File: config.mk
export PLATFORM = sky130hd
export DESIGN_NAME = comp_serial_flat
export DESIGN_NICKNAME = d
export VERILOG_FILES = /design/src/rtl/comp_pkg.sv /design/src/rtl/comp_serial_if.sv /design/src/rtl/comp_chunk.sv /design/src/rtl/comp_serial.sv /design/src/flat_wrapper.sv
export SDC_FILE = /design/constraint.sdc
export NUM_CORES = 1
export LEC_CHECK = 0
export CORE_MARGIN = 4
export CORE_UTILIZATION = 32
export DETAILED_ROUTE_END_ITERATION = 12
export DONT_BUFFER_PORTS = 1
export SYNTH_ARGS = -nofsm -noshare
export SYNTH_HDL_FRONTEND = slang
export SYNTH_HIERARCHICAL = 1
export SYNTH_SLANG_ARGS = --single-unit
File: constraint.sdc
create_clock -name clk -period 6.9 [get_ports clk]
set_input_delay 0.69 -clock clk [delete_from_list [all_inputs] [get_ports clk]]
set_output_delay 0.69 -clock clk [all_outputs]
set_load 0.02 [all_outputs]
File: src/rtl/comp_pkg.sv
// Shared types and constants for the serial magnitude comparator.
// State encoding, result-flag reset values and a constant-evaluable clog2.
package comp_pkg;

  typedef enum logic {
    ST_IDLE = 1'b0,
    ST_SCAN = 1'b1
  } state_t;

  localparam logic GT_RST = 1'b0;
  localparam logic LT_RST = 1'b0;
  localparam logic EQ_RST = 1'b1;

  function automatic int clog2(input int value);
    int r;
    r = 0;
    while ((1 << r) < value) begin
      r++;
    end
    return r;
  endfunction

endpackage

File: src/rtl/comp_serial_if.sv
// Request/result bundle between a requester and comp_serial.
// The requester drives operands and start; the comparator returns status and flags.
interface comp_serial_if
  import comp_pkg::*;
#(
  parameter int WIDTH = 16,
  parameter int CHUNK = 4
) ();

  localparam int NCH = WIDTH / CHUNK;
  localparam int CW  = clog2(NCH + 1);

  logic             start;
  logic             signed_mode;
  logic [WIDTH-1:0] a;
  logic [WIDTH-1:0] b;
  logic             busy;
  logic             done;
  logic             agtb;
  logic             altb;
  logic             aeqb;
  logic [CW-1:0]    cycles;

  modport master (
    output start, signed_mode, a, b,
    input  busy, done, agtb, altb, aeqb, cycles
  );

  modport slave (
    input  start, signed_mode, a, b,
    output busy, done, agtb, altb, aeqb, cycles
  );

endinterface

File: src/rtl/comp_chunk.sv
// Combinational unsigned magnitude compare of one CHUNK-bit slice.
// Exactly one of gt/lt/eq is high for any pair of inputs.
module comp_chunk #(
  parameter int CHUNK = 4
) (
  input  logic [CHUNK-1:0] a,
  input  logic [CHUNK-1:0] b,
  output logic             gt,
  output logic             lt,
  output logic             eq
);

  assign gt = (a > b);
  assign lt = (a < b);
  assign eq = (a == b);

endmodule

File: src/rtl/comp_serial.sv
// Multi-cycle WIDTH-bit magnitude comparator: scans CHUNK bits per clock from the
// most significant chunk down and stops at the first chunk that differs.
module comp_serial
  import comp_pkg::*;
#(
  parameter int WIDTH = 16,
  parameter int CHUNK = 4
) (
  input  logic          clk,
  input  logic          rst,
  comp_serial_if.slave  bus
);

  localparam int NCH   = WIDTH / CHUNK;
  localparam int CW    = clog2(NCH + 1);
  localparam int IW    = (NCH > 1) ? clog2(NCH) : 1;
  localparam int NSLOT = 1 << IW;
  localparam logic [WIDTH-1:0] MSB_MASK = WIDTH'(1) << (WIDTH - 1);

  generate
    if (WIDTH % CHUNK != 0) begin : g_bad_width
      $error("comp_serial: WIDTH must be a multiple of CHUNK");
    end
  endgenerate

  state_t           state_reg, state_next;
  logic [WIDTH-1:0] a_reg, a_next;
  logic [WIDTH-1:0] b_reg, b_next;
  logic [IW-1:0]    idx_reg, idx_next;
  logic [CW-1:0]    cnt_reg, cnt_next;
  logic [CW-1:0]    cycles_reg, cycles_next;
  logic             done_reg, done_next;
  logic             gt_reg, gt_next;
  logic             lt_reg, lt_next;
  logic             eq_reg, eq_next;

  // Chunk mux: pad to a power of two so idx never selects outside the array.
  logic [CHUNK-1:0] a_slot [NSLOT];
  logic [CHUNK-1:0] b_slot [NSLOT];
  logic [CHUNK-1:0] a_sel, b_sel;
  logic             chunk_gt, chunk_lt, chunk_eq;

  genvar gi;
  generate
    for (gi = 0; gi < NSLOT; gi++) begin : g_slot
      if (gi < NCH) begin : g_used
        assign a_slot[gi] = a_reg[gi*CHUNK +: CHUNK];
        assign b_slot[gi] = b_reg[gi*CHUNK +: CHUNK];
      end else begin : g_pad
        assign a_slot[gi] = '0;
        assign b_slot[gi] = '0;
      end
    end
  endgenerate

  assign a_sel = a_slot[idx_reg];
  assign b_sel = b_slot[idx_reg];

  comp_chunk #(
    .CHUNK (CHUNK)
  ) u_chunk (
    .a  (a_sel),
    .b  (b_sel),
    .gt (chunk_gt),
    .lt (chunk_lt),
    .eq (chunk_eq)
  );

  always_comb begin
    state_next  = state_reg;
    a_next      = a_reg;
    b_next      = b_reg;
    idx_next    = idx_reg;
    cnt_next    = cnt_reg;
    cycles_next = cycles_reg;
    done_next   = 1'b0;
    gt_next     = gt_reg;
    lt_next     = lt_reg;
    eq_next     = eq_reg;

    case (state_reg)
      ST_IDLE: begin
        if (bus.start) begin
          // Flipping both sign bits maps two's-complement order onto unsigned order.
          a_next     = bus.a ^ (bus.signed_mode ? MSB_MASK : '0);
          b_next     = bus.b ^ (bus.signed_mode ? MSB_MASK : '0);
          idx_next   = IW'(NCH - 1);
          cnt_next   = CW'(1);
          state_next = ST_SCAN;
        end
      end

      ST_SCAN: begin
        if (!chunk_eq) begin
          gt_next     = chunk_gt;
          lt_next     = chunk_lt;
          eq_next     = 1'b0;
          cycles_next = cnt_reg;
          done_next   = 1'b1;
          state_next  = ST_IDLE;
        end else if (idx_reg == '0) begin
          gt_next     = 1'b0;
          lt_next     = 1'b0;
          eq_next     = 1'b1;
          cycles_next = cnt_reg;
          done_next   = 1'b1;
          state_next  = ST_IDLE;
        end else begin
          idx_next = idx_reg - IW'(1);
          cnt_next = cnt_reg + CW'(1);
        end
      end

      default: begin
        state_next = ST_IDLE;
      end
    endcase
  end

  always_ff @(posedge clk) begin
    if (rst) begin
      state_reg  <= ST_IDLE;
      done_reg   <= 1'b0;
      gt_reg     <= GT_RST;
      lt_reg     <= LT_RST;
      eq_reg     <= EQ_RST;
      cycles_reg <= '0;
    end else begin
      state_reg  <= state_next;
      done_reg   <= done_next;
      gt_reg     <= gt_next;
      lt_reg     <= lt_next;
      eq_reg     <= eq_next;
      cycles_reg <= cycles_next;
    end
  end

  // Datapath registers are only meaningful during SCAN, so they carry no reset.
  always_ff @(posedge clk) begin
    a_reg   <= a_next;
    b_reg   <= b_next;
    idx_reg <= idx_next;
    cnt_reg <= cnt_next;
  end

  assign bus.busy   = (state_reg == ST_SCAN);
  assign bus.done   = done_reg;
  assign bus.agtb   = gt_reg;
  assign bus.altb   = lt_reg;
  assign bus.aeqb   = eq_reg;
  assign bus.cycles = cycles_reg;

endmodule

File: src/flat_wrapper.sv
// flat-port wrapper written by rule: the top's interface ports become plain ports
module comp_serial_flat import comp_pkg::*;
#(
  parameter int WIDTH = 16,
  parameter int CHUNK = 4
)
  (clk, rst, bus_start, bus_signed_mode, bus_a, bus_b, bus_busy, bus_done, bus_agtb, bus_altb, bus_aeqb, bus_cycles);
  comp_serial_if #(.WIDTH(WIDTH), .CHUNK(CHUNK)) bus_i ();
  input  logic clk;
  input  logic rst;
  input wire logic [$bits(bus_i.start)-1:0] bus_start;
  input wire logic [$bits(bus_i.signed_mode)-1:0] bus_signed_mode;
  input wire logic [$bits(bus_i.a)-1:0] bus_a;
  input wire logic [$bits(bus_i.b)-1:0] bus_b;
  output wire logic [$bits(bus_i.busy)-1:0] bus_busy;
  output wire logic [$bits(bus_i.done)-1:0] bus_done;
  output wire logic [$bits(bus_i.agtb)-1:0] bus_agtb;
  output wire logic [$bits(bus_i.altb)-1:0] bus_altb;
  output wire logic [$bits(bus_i.aeqb)-1:0] bus_aeqb;
  output wire logic [$bits(bus_i.cycles)-1:0] bus_cycles;
  assign bus_i.start = bus_start;
  assign bus_i.signed_mode = bus_signed_mode;
  assign bus_i.a = bus_a;
  assign bus_i.b = bus_b;
  assign bus_busy = bus_i.busy;
  assign bus_done = bus_i.done;
  assign bus_agtb = bus_i.agtb;
  assign bus_altb = bus_i.altb;
  assign bus_aeqb = bus_i.aeqb;
  assign bus_cycles = bus_i.cycles;
  comp_serial #(.WIDTH(WIDTH), .CHUNK(CHUNK)) u_core (.clk(clk), .rst(rst), .bus(bus_i));
endmodule
Word-level counts from Yosys, hierarchy flattened
Index checks and enable logic that the tools add are counted.

Reductions and logical operators: 5. Mux-type cells: 28. Add/subtract/negate cells: 2. Order comparisons: 3. Equal/unequal tests: 5. Bitwise operators: 4.

Operators with widths (count): $xor A16 B16 Y16 (2); $bmux W4 S2 (2); $mux W16 (1); $mux W4 (4); $mux W3 (5); $mux W1 (10); $ne A2 B2 Y1 const B (4); $mux W2 (3); $pmux W3 S2 (1); $eq A4 B4 Y1 (1); $gt A4 B4 Y1 (1); $lt A4 B4 Y1 (1); $pmux W2 S2 (1); $reduce_and A2 Y1 (2); $add A3 B1 Y3 const B (1); $ge A3 B3 Y1 const B (1); $not A2 Y3 (1); $reduce_and A3 Y1 (1); $logic_not A2 Y1 (1); $pmux W1 S2 (1); $reduce_or A2 Y1 (1); $sub A2 B1 Y2 const B (1); $not A1 Y1 (1).

Bits of input ports: 36. Flip-flop bits (word level): 45. Logic and storage cells: 57. Output and inout port bits: 8.

Logic depth before layout (Yosys ltp)
Gate-level depths: netlist (run 1).

Depth after elaboration: 7. Mapped depth: 10. Mapped depth without buffers: 8.

By module
Netlist (run 1), hierarchy kept.

By module, submodules not included: comp_serial (area an instance 1691.6 um2, seq. area each 1271.2 um2, cells each 93, times used 1); comp_chunk (area an instance 128.9 um2, seq. area each 0.0 um2, cells each 16, times used 1).

Worst setup path after synthesis (run 1)
No wires, ideal clock.

Path type: input-to-reg. From: in bus_start. To: reg u_core.cnt_reg[0] (enable). Path buffers: 0. Library setup time: 0.315 ns. Stages: 2. Arrival: 2.420 ns. Required time: 6.585 ns. Path slack: 4.165 ns. Cells stage by stage: nor2b_1 a21o_1.

Longest elaborated chain between the ends: 2.

RTL lines: start: declaration (line flat_wrapper.sv:11) `input wire logic [$bits(bus_i.start)-1:0] bus_start;`; $ne A2 B2 Y1 (no line); $reduce_and A3 Y1 (no line); end signal: assignment (line comp_serial.sv:143) `cnt_reg <= cnt_next;`; end: declaration (line comp_serial.sv:30) `logic [CW-1:0] cnt_reg, cnt_next;`.

Every way passes these cells. A chain may end at the register's enable or synchronous reset.

Worst setup path after layout (run 1)
From: reg u_core.idx_reg[0]. To: reg u_core.idx_reg[0] (enable).

Longest elaborated chain between the ends: 7. Elaborated cells between the ends (all ways): 12. Classes of those cells: 3 x eq/ne; 6 x mux; 1 x bitwise; 2 x reduce/logical.

RTL lines: start: declaration (line comp_serial.sv:29) `logic [IW-1:0] idx_reg, idx_next;`; start signal: assignment (line comp_serial.sv:142) `idx_reg <= idx_next;`; $not A2 Y3 (not written as such) (line comp_serial.sv:56) `assign a_sel = a_slot[idx_reg];`; $bmux W4 S2 (line comp_serial.sv:56); $mux W4 (not written as such) (2 in series) (line comp_serial.sv:56); net u_core.a_sel[3] (line comp_serial.sv:40) `logic [CHUNK-1:0] a_sel, b_sel;`; $eq A4 B4 Y1 (line comp_chunk.sv:15) `assign eq = (a == b);`; net u_core.chunk_eq (line comp_serial.sv:41) `logic chunk_gt, chunk_lt, chunk_eq;`; $ne A2 B2 Y1 (no line); $reduce_and A3 Y1 (no line).

The timed path passes the listed nets, and every way through them passes these cells. The select of a mux whose other input is x is not followed.

==> flow_summary_export.csv, run 1 <==
group,metric,value,unit
cells_and_area,stdcell_count,186,
synth,syn_area,0.00182,mm2
floorplanning,fp.dieH,83.4,um
pwr,design_power_total,524,uW
route,ant_nets,0,
placed_design,io_buffers,0,
pwr,ir_drop,0.132,mV
floorplanning,core,0.00551,mm2
timing,hold_ws,451,ps
hold_path,hold_path.class,"primary input to flop",
worst_setup_path,rrSetupSlack,3900,ps
cells_and_area,fin_area,0.00198,mm2
grt,grt_antenna_before_repair,0,
pwr,power_frac_clock,29.5,%
floorplanning,start_util,33.1,%
clocking,clkSlewWorstSetupHoldPaths,80,ps
clocking,cts.sinks,45,
synth,seq_area_frac_synth,69.8,%
cells_and_area,final_common_cell,"edfxtp_1",
outcome,status,"finished clean",
route,wl_per_cell,15.5,um
clocking,numCtsBuffers,5,
flow_run,drv_cap,0,
route,drt_iter0_drc,49,
floorplanning,die_area,0.00696,mm2
route,first_pass_iters,4,
worst_setup_path,cp.required,6880,ps
clocking,clock_path_buffers,2,
synth,yosys_warnings,6,
clocking,cts_tree,"done",
synth,synth_area_per_cell,16.7,um2
clocking,clk_latency,290,ps
pwr,seqPwrFrac,62.2,%
pwr,p_leak,0.699,nW
grt,overflow,0,
cells_and_area,syn_to_final_growth,8.80,%
placed_design,pre_cts_ws,3880,ps
placed_design,gp_congestion,0.738,
synth,ys_types,23,
clocking,cts_resized,0,
synth,ys.flop_type,"edfxtp_1",
pwr,power.internal,406,uW
synth,ys_ff_latch,45,
cells_and_area,drive_gt1_share,17.5,%
timing,fin_ws,3900,ps
clocking,post-cts-setup-buffer-count,0,
synth,synth_edf_count,37,
timing,finalCritPeriodShare,43.5,%
worst_setup_path,crit_path_end_kind,"flop",
grt,grt_pass1_wl,4.75,mm
worst_setup_path,crit_fanout,10,
pwr,p_switching,119,uW
floorplanning,row_count,27,
timing,tightest_slew,576,ps
grt,grt_max_degree,34,
route,num_vias,877,
hold_path,min_path_cells,1,
route,drc_errors,0,
timing,tns,0,ps
worst_setup_path,worstSetupStartpointType,"flop",
worst_setup_path,rr_worst_depth,6,
cells_and_area,layout_common_cells,"edfxtp_1 (37), mux4_2 (8), dfxtp_1 (8)",
grt,grt_usage,8.77,%
placed_design,dp_hpwl,2.12,mm
timing,setup_viol,0,
floorplanning,die_w,83.4,um
timing,fin_skew,10.4,ps
clocking,h-tree-depth,2,
timing,fmax,333,MHz
timing,slew_violations,0,
route,drt_wl_total,2.88,mm
cells_and_area,final_nets,155,
synth,async_flop_share,0,%
pwr,power-per-cell-area,265,mW/mm2
timing,rsz0062_at_grt,"no",
cells_and_area,n_antenna_cell,0,
worst_setup_path,reg2reg_from,"u_core/idx_reg[0]$_SDFFCE_PN1P_",
cells_and_area,post-route-util,36.0,%
pwr,combinationalPowerShare,8.3,%
route,vias_per_cell,4.72,
synth,postSynthCellCount,109,
timing,hold_viol_final,0,
hold_path,min_delay_worst_endpoint,"u_core/bus.cycles[2]$_SDFFE_PP0P_",
worst_setup_path,rr_endpoint,"u_core/idx_reg[0]$_SDFFCE_PN1P_",
pwr,switching_share,22.6,%
worst_setup_path,critPathKind,"flop to flop",
worst_setup_path,cp.arrival,2990,ps
timing,min_period,3000,ps
clocking,cts_root_buffer,"clkbuf_8",
placed_design,dpl_cell_area,0.00189,mm2
hold_path,hp-start,"rst",
placed_design,place_inst,178,
timing,slew_headroom,61.6,%
floorplanning,io_pins,44,
worst_setup_path,crit_start,"u_core/idx_reg[0]$_SDFFCE_PN1P_",
synth,syn-num-nets,151,
grt,grt_pass1_vias,974,
clocking,cts_hold_buf,0,
[synth_stat cells (3+ instances only)]
master | number | area [um2]
mux4_2 | 8 | 180
o21ai_0 | 5 | 25.0
dfxtp_1 | 8 | 160
nand3b_1 | 3 | 22.5
nand2_1 | 7 | 26.3
inv_1 | 7 | 26.3
a21oi_1 | 7 | 35.0
nor2b_1 | 4 | 25.0
edfxtp_1 | 37 | 1110
ha_1 | 6 | 75.1
[worst max path at each step]
stage	end	cells past startpoint	slack, ps
CTS	u_core/idx_reg[0]$_SDFFCE_PN1P_	6	3870
global route	u_core/idx_reg[0]$_SDFFCE_PN1P_	6	3640
detailed placement	u_core/cnt_reg[1]$_SDFFCE_PN0P_	6	3880
floorplan	u_core/cnt_reg[0]$_SDFFCE_PN1P_	2	4160
global placement	u_core/cnt_reg[0]$_SDFFCE_PN1P_	6	3990
finish	u_core/idx_reg[0]$_SDFFCE_PN1P_	6	3900
[cell type report]
type	instances	area [um2]
Fill cell	523	3530
Sequential cell	45	1270
Multi-Input combinational cell	53	499
Tap cell	72	90.1
Clock buffer	5	68.8
Inverter	7	26.3
Clock inverter	3	17.5
Timing Repair Buffer	1	7.51
[layer usage]
| metal | track usage, % | part of all wire [%] | wire length [um] | up-vias |
|---|---|---|---|---|
| met5 | 0 | 0 | 0 | - |
| met4 | 3.95 | 1.6 | 46 | 0 |
| met3 | 3.77 | 8.2 | 236 | 4 |
| met2 | 14.3 | 49 | 1420 | 37 |
| met1 | 10.0 | 41 | 1170 | 422 |
| li1 | - | - | - | 414 |
[logic make-up (layout without fill, tap and decap cells)]
logic type	Yosys count	in the layout	synth area share (%)
AO/OA/AOI/OAI	16	16	5.64
multiplexers	8	8	9.90
adder cells (fa/ha/maj)	6	6	4.12
XOR/XNOR	3	3	1.44
flip-flops	45	45	69.8
AND/OR/NAND/NOR	20	20	6.19
buffers and inverters	11	16	2.89
[power by group through the flow]
stage	registers, mW	logic [mW]	clock network, mW
after floorplan	0.328	0.0398	0
after global placement	0.333	0.0422	0
after detailed placement	0.333	0.0438	0
after CTS	0.327	0.0441	0.160
after global routing	0.329	0.0491	0.173
final	0.326	0.0435	0.155
[critical path, cell delays in order (launching register included)]
cell,delay (ps)
edfxtp_1,700
mux4_2,580
ha_1,310
nand2_1,80
nor2_1,200
nor2b_1,500
a21o_1,320
No activity file was read; power rests on OpenSTA's default activity.
==> run 2: changes to the inputs <==
==> constraint.sdc (replaced) <==
create_clock -name clk -period 2.92 [get_ports clk]
set_input_delay 0.292 -clock clk [delete_from_list [all_inputs] [get_ports clk]]
set_output_delay 0.292 -clock clk [all_outputs]
set_load 0.02 [all_outputs]
==> flow_summary_export.csv, run 2 (synthesis gave the netlist of run 1 again) <==
group,metric,value,unit
floorplanning,start_util,33.1,%
worst_setup_path,rr_endpoint,"u_core/cnt_reg[2]$_SDFFCE_PN0P_",
grt,overflow,0,
cells_and_area,final_common_cell,"edfxtp_1",
route,drc_errors,0,
grt,grt_max_degree,34,
grt,grt_antenna_before_repair,0,
route,wl_per_cell,15.2,um
worst_setup_path,critPathKind,"flop to flop",
cells_and_area,drive_gt1_share,19.8,%
timing,tns,0,ps
worst_setup_path,crit_fanout,6,
route,drt_iter0_drc,37,
cells_and_area,nFillCells,520,
route,vias_per_cell,4.65,
timing,tightest_slew,587,ps
outcome,status,"finished clean",
route,ant_nets,0,
clocking,cts_root_buffer,"clkbuf_8",
flow_run,drv_cap,0,
timing,min_period,2550,ps
floorplanning,die_w,83.4,um
hold_path,hold_path.class,"primary input to flop",
timing,rsz0062_at_grt,"no",
worst_setup_path,reg2reg_from,"u_core/idx_reg[0]$_SDFFCE_PN1P_",
clocking,post-cts-setup-buffer-count,0,
placed_design,gp_congestion,0.754,
floorplanning,fp.dieH,83.4,um
clocking,clock_path_buffers,2,
cells_and_area,layout_common_cells,"edfxtp_1 (37), mux4_2 (8), dfxtp_1 (8)",
worst_setup_path,cp.required,2910,ps
floorplanning,die_area,0.00696,mm2
timing,slew_violations,0,
pwr,ir_drop,0.340,mV
route,num_vias,875,
worst_setup_path,worstSetupStartpointType,"flop",
placed_design,dpl_cell_area,0.00191,mm2
hold_path,min_delay_worst_endpoint,"u_core/bus.cycles[1]$_SDFFE_PP0P_",
clocking,clkSlewWorstSetupHoldPaths,90,ps
clocking,cts_resized,0,
grt,grt_usage,8.87,%
placed_design,dp_hpwl,2.17,mm
floorplanning,core,0.00551,mm2
worst_setup_path,crit_path_end_kind,"flop",
placed_design,io_buffers,0,
clocking,cts_tree,"done",
timing,fin_skew,7.47,ps
clocking,h-tree-depth,2,
clocking,clk_latency,290,ps
grt,grt_pass1_vias,961,
cells_and_area,final_nets,157,
hold_path,hp-start,"rst",
clocking,numCtsBuffers,5,
cells_and_area,n_antenna_cell,0,
hold_path,min_path_cells,1,
timing,setup_viol,0,
worst_setup_path,rrSetupSlack,370,ps
timing,finalCritPeriodShare,87.3,%
cells_and_area,fin_area,0.00200,mm2
timing,hold_viol_final,0,
grt,grt_pass1_wl,4.80,mm
clocking,cts_hold_buf,0,
clocking,cts.sinks,45,
route,first_pass_iters,4,
timing,slew_headroom,60.8,%
cells_and_area,syn_to_final_growth,9.83,%
floorplanning,io_pins,44,
timing,fmax,392,MHz
worst_setup_path,rr_worst_depth,7,
worst_setup_path,cp.arrival,2540,ps
pwr,p_leak,0.708,nW
floorplanning,row_count,27,
route,drt_wl_total,2.85,mm
pwr,power-per-cell-area,626,mW/mm2
run 2: cell count changes in the layout (fill, tap and decap cells not counted):
cell        previous run  this run
inv_6                  0         1
clkinv_1               1         0
clkinvlp_4             0         1
clkinv_4               1         0
buf_4                  1         3
run 2: final cells by class:
cell class / count / area, um2 / share of cell area (%)
multi-input cells: 53 / 499 / 25.0
inverters: 7 / 26.3 / 1.31
clock buffers: 5 / 68.8 / 3.44
well taps: 72 / 90.1 / 4.51
repair buffers: 3 / 22.5 / 1.13
clock inverters: 3 / 21.3 / 1.06
flip-flops and latches: 45 / 1270 / 63.6
run 2: per-stage QoR:
stage	utilization (%)	total power, mW	hold WS, ps	worst slack, ps	instances
6_report	36.3	1.25	52.5	369	188
2_1_floorplan	-	0.869	361	476	109
4_1_cts	36.3	1.27	44.0	338	188
3_5_place_dp	34.7	0.892	364	376	180
3_3_place_gp	34.7	0.889	363	385	180
5_1_grt	36.3	1.32	31.1	149	188
run 2: routing by layer:
| layer | GRT usage (%) | vias up | share of wire (%) |
|---|---|---|---|
| met5 | 0 | - | 0 |
| met4 | 4.39 | 0 | 1.7 |
| met3 | 3.97 | 4 | 8.4 |
| met2 | 13.9 | 36 | 49 |
| met1 | 10.3 | 419 | 41 |
| li1 | - | 416 | - |
run 2: worst max-delay path by stage:
stage	startpoint	endpoint	depth (start not counted)
after floorplan	u_core/bus.busy$_SDFF_PP0_	u_core/cnt_reg[0]$_SDFFCE_PN1P_	2
after detailed placement	u_core/idx_reg[0]$_SDFFCE_PN1P_	u_core/cnt_reg[2]$_SDFFCE_PN0P_	7
final	u_core/idx_reg[0]$_SDFFCE_PN1P_	u_core/cnt_reg[2]$_SDFFCE_PN0P_	7
after global routing	u_core/idx_reg[0]$_SDFFCE_PN1P_	u_core/idx_reg[0]$_SDFFCE_PN1P_	7
after CTS	u_core/idx_reg[0]$_SDFFCE_PN1P_	u_core/cnt_reg[2]$_SDFFCE_PN0P_	7
after global placement	u_core/idx_reg[0]$_SDFFCE_PN1P_	u_core/idx_reg[0]$_SDFFCE_PN1P_	7
run 2: power by group:
| part | total [mW] | switching, mW | internal [mW] |
|---|---|---|---|
| logic | 0.106 | 0.0516 | 0.0545 |
| registers | 0.769 | 0.0285 | 0.741 |
| clock network | 0.376 | 0.206 | 0.170 |
run 2: critical path, stage by stage (launching register included):
cell      delay [ps]
edfxtp_1         530
buf_4            230
mux4_2           500
ha_1             300
nand2_1           50
nor2_1           180
nor2b_1          200
a21o_1           260
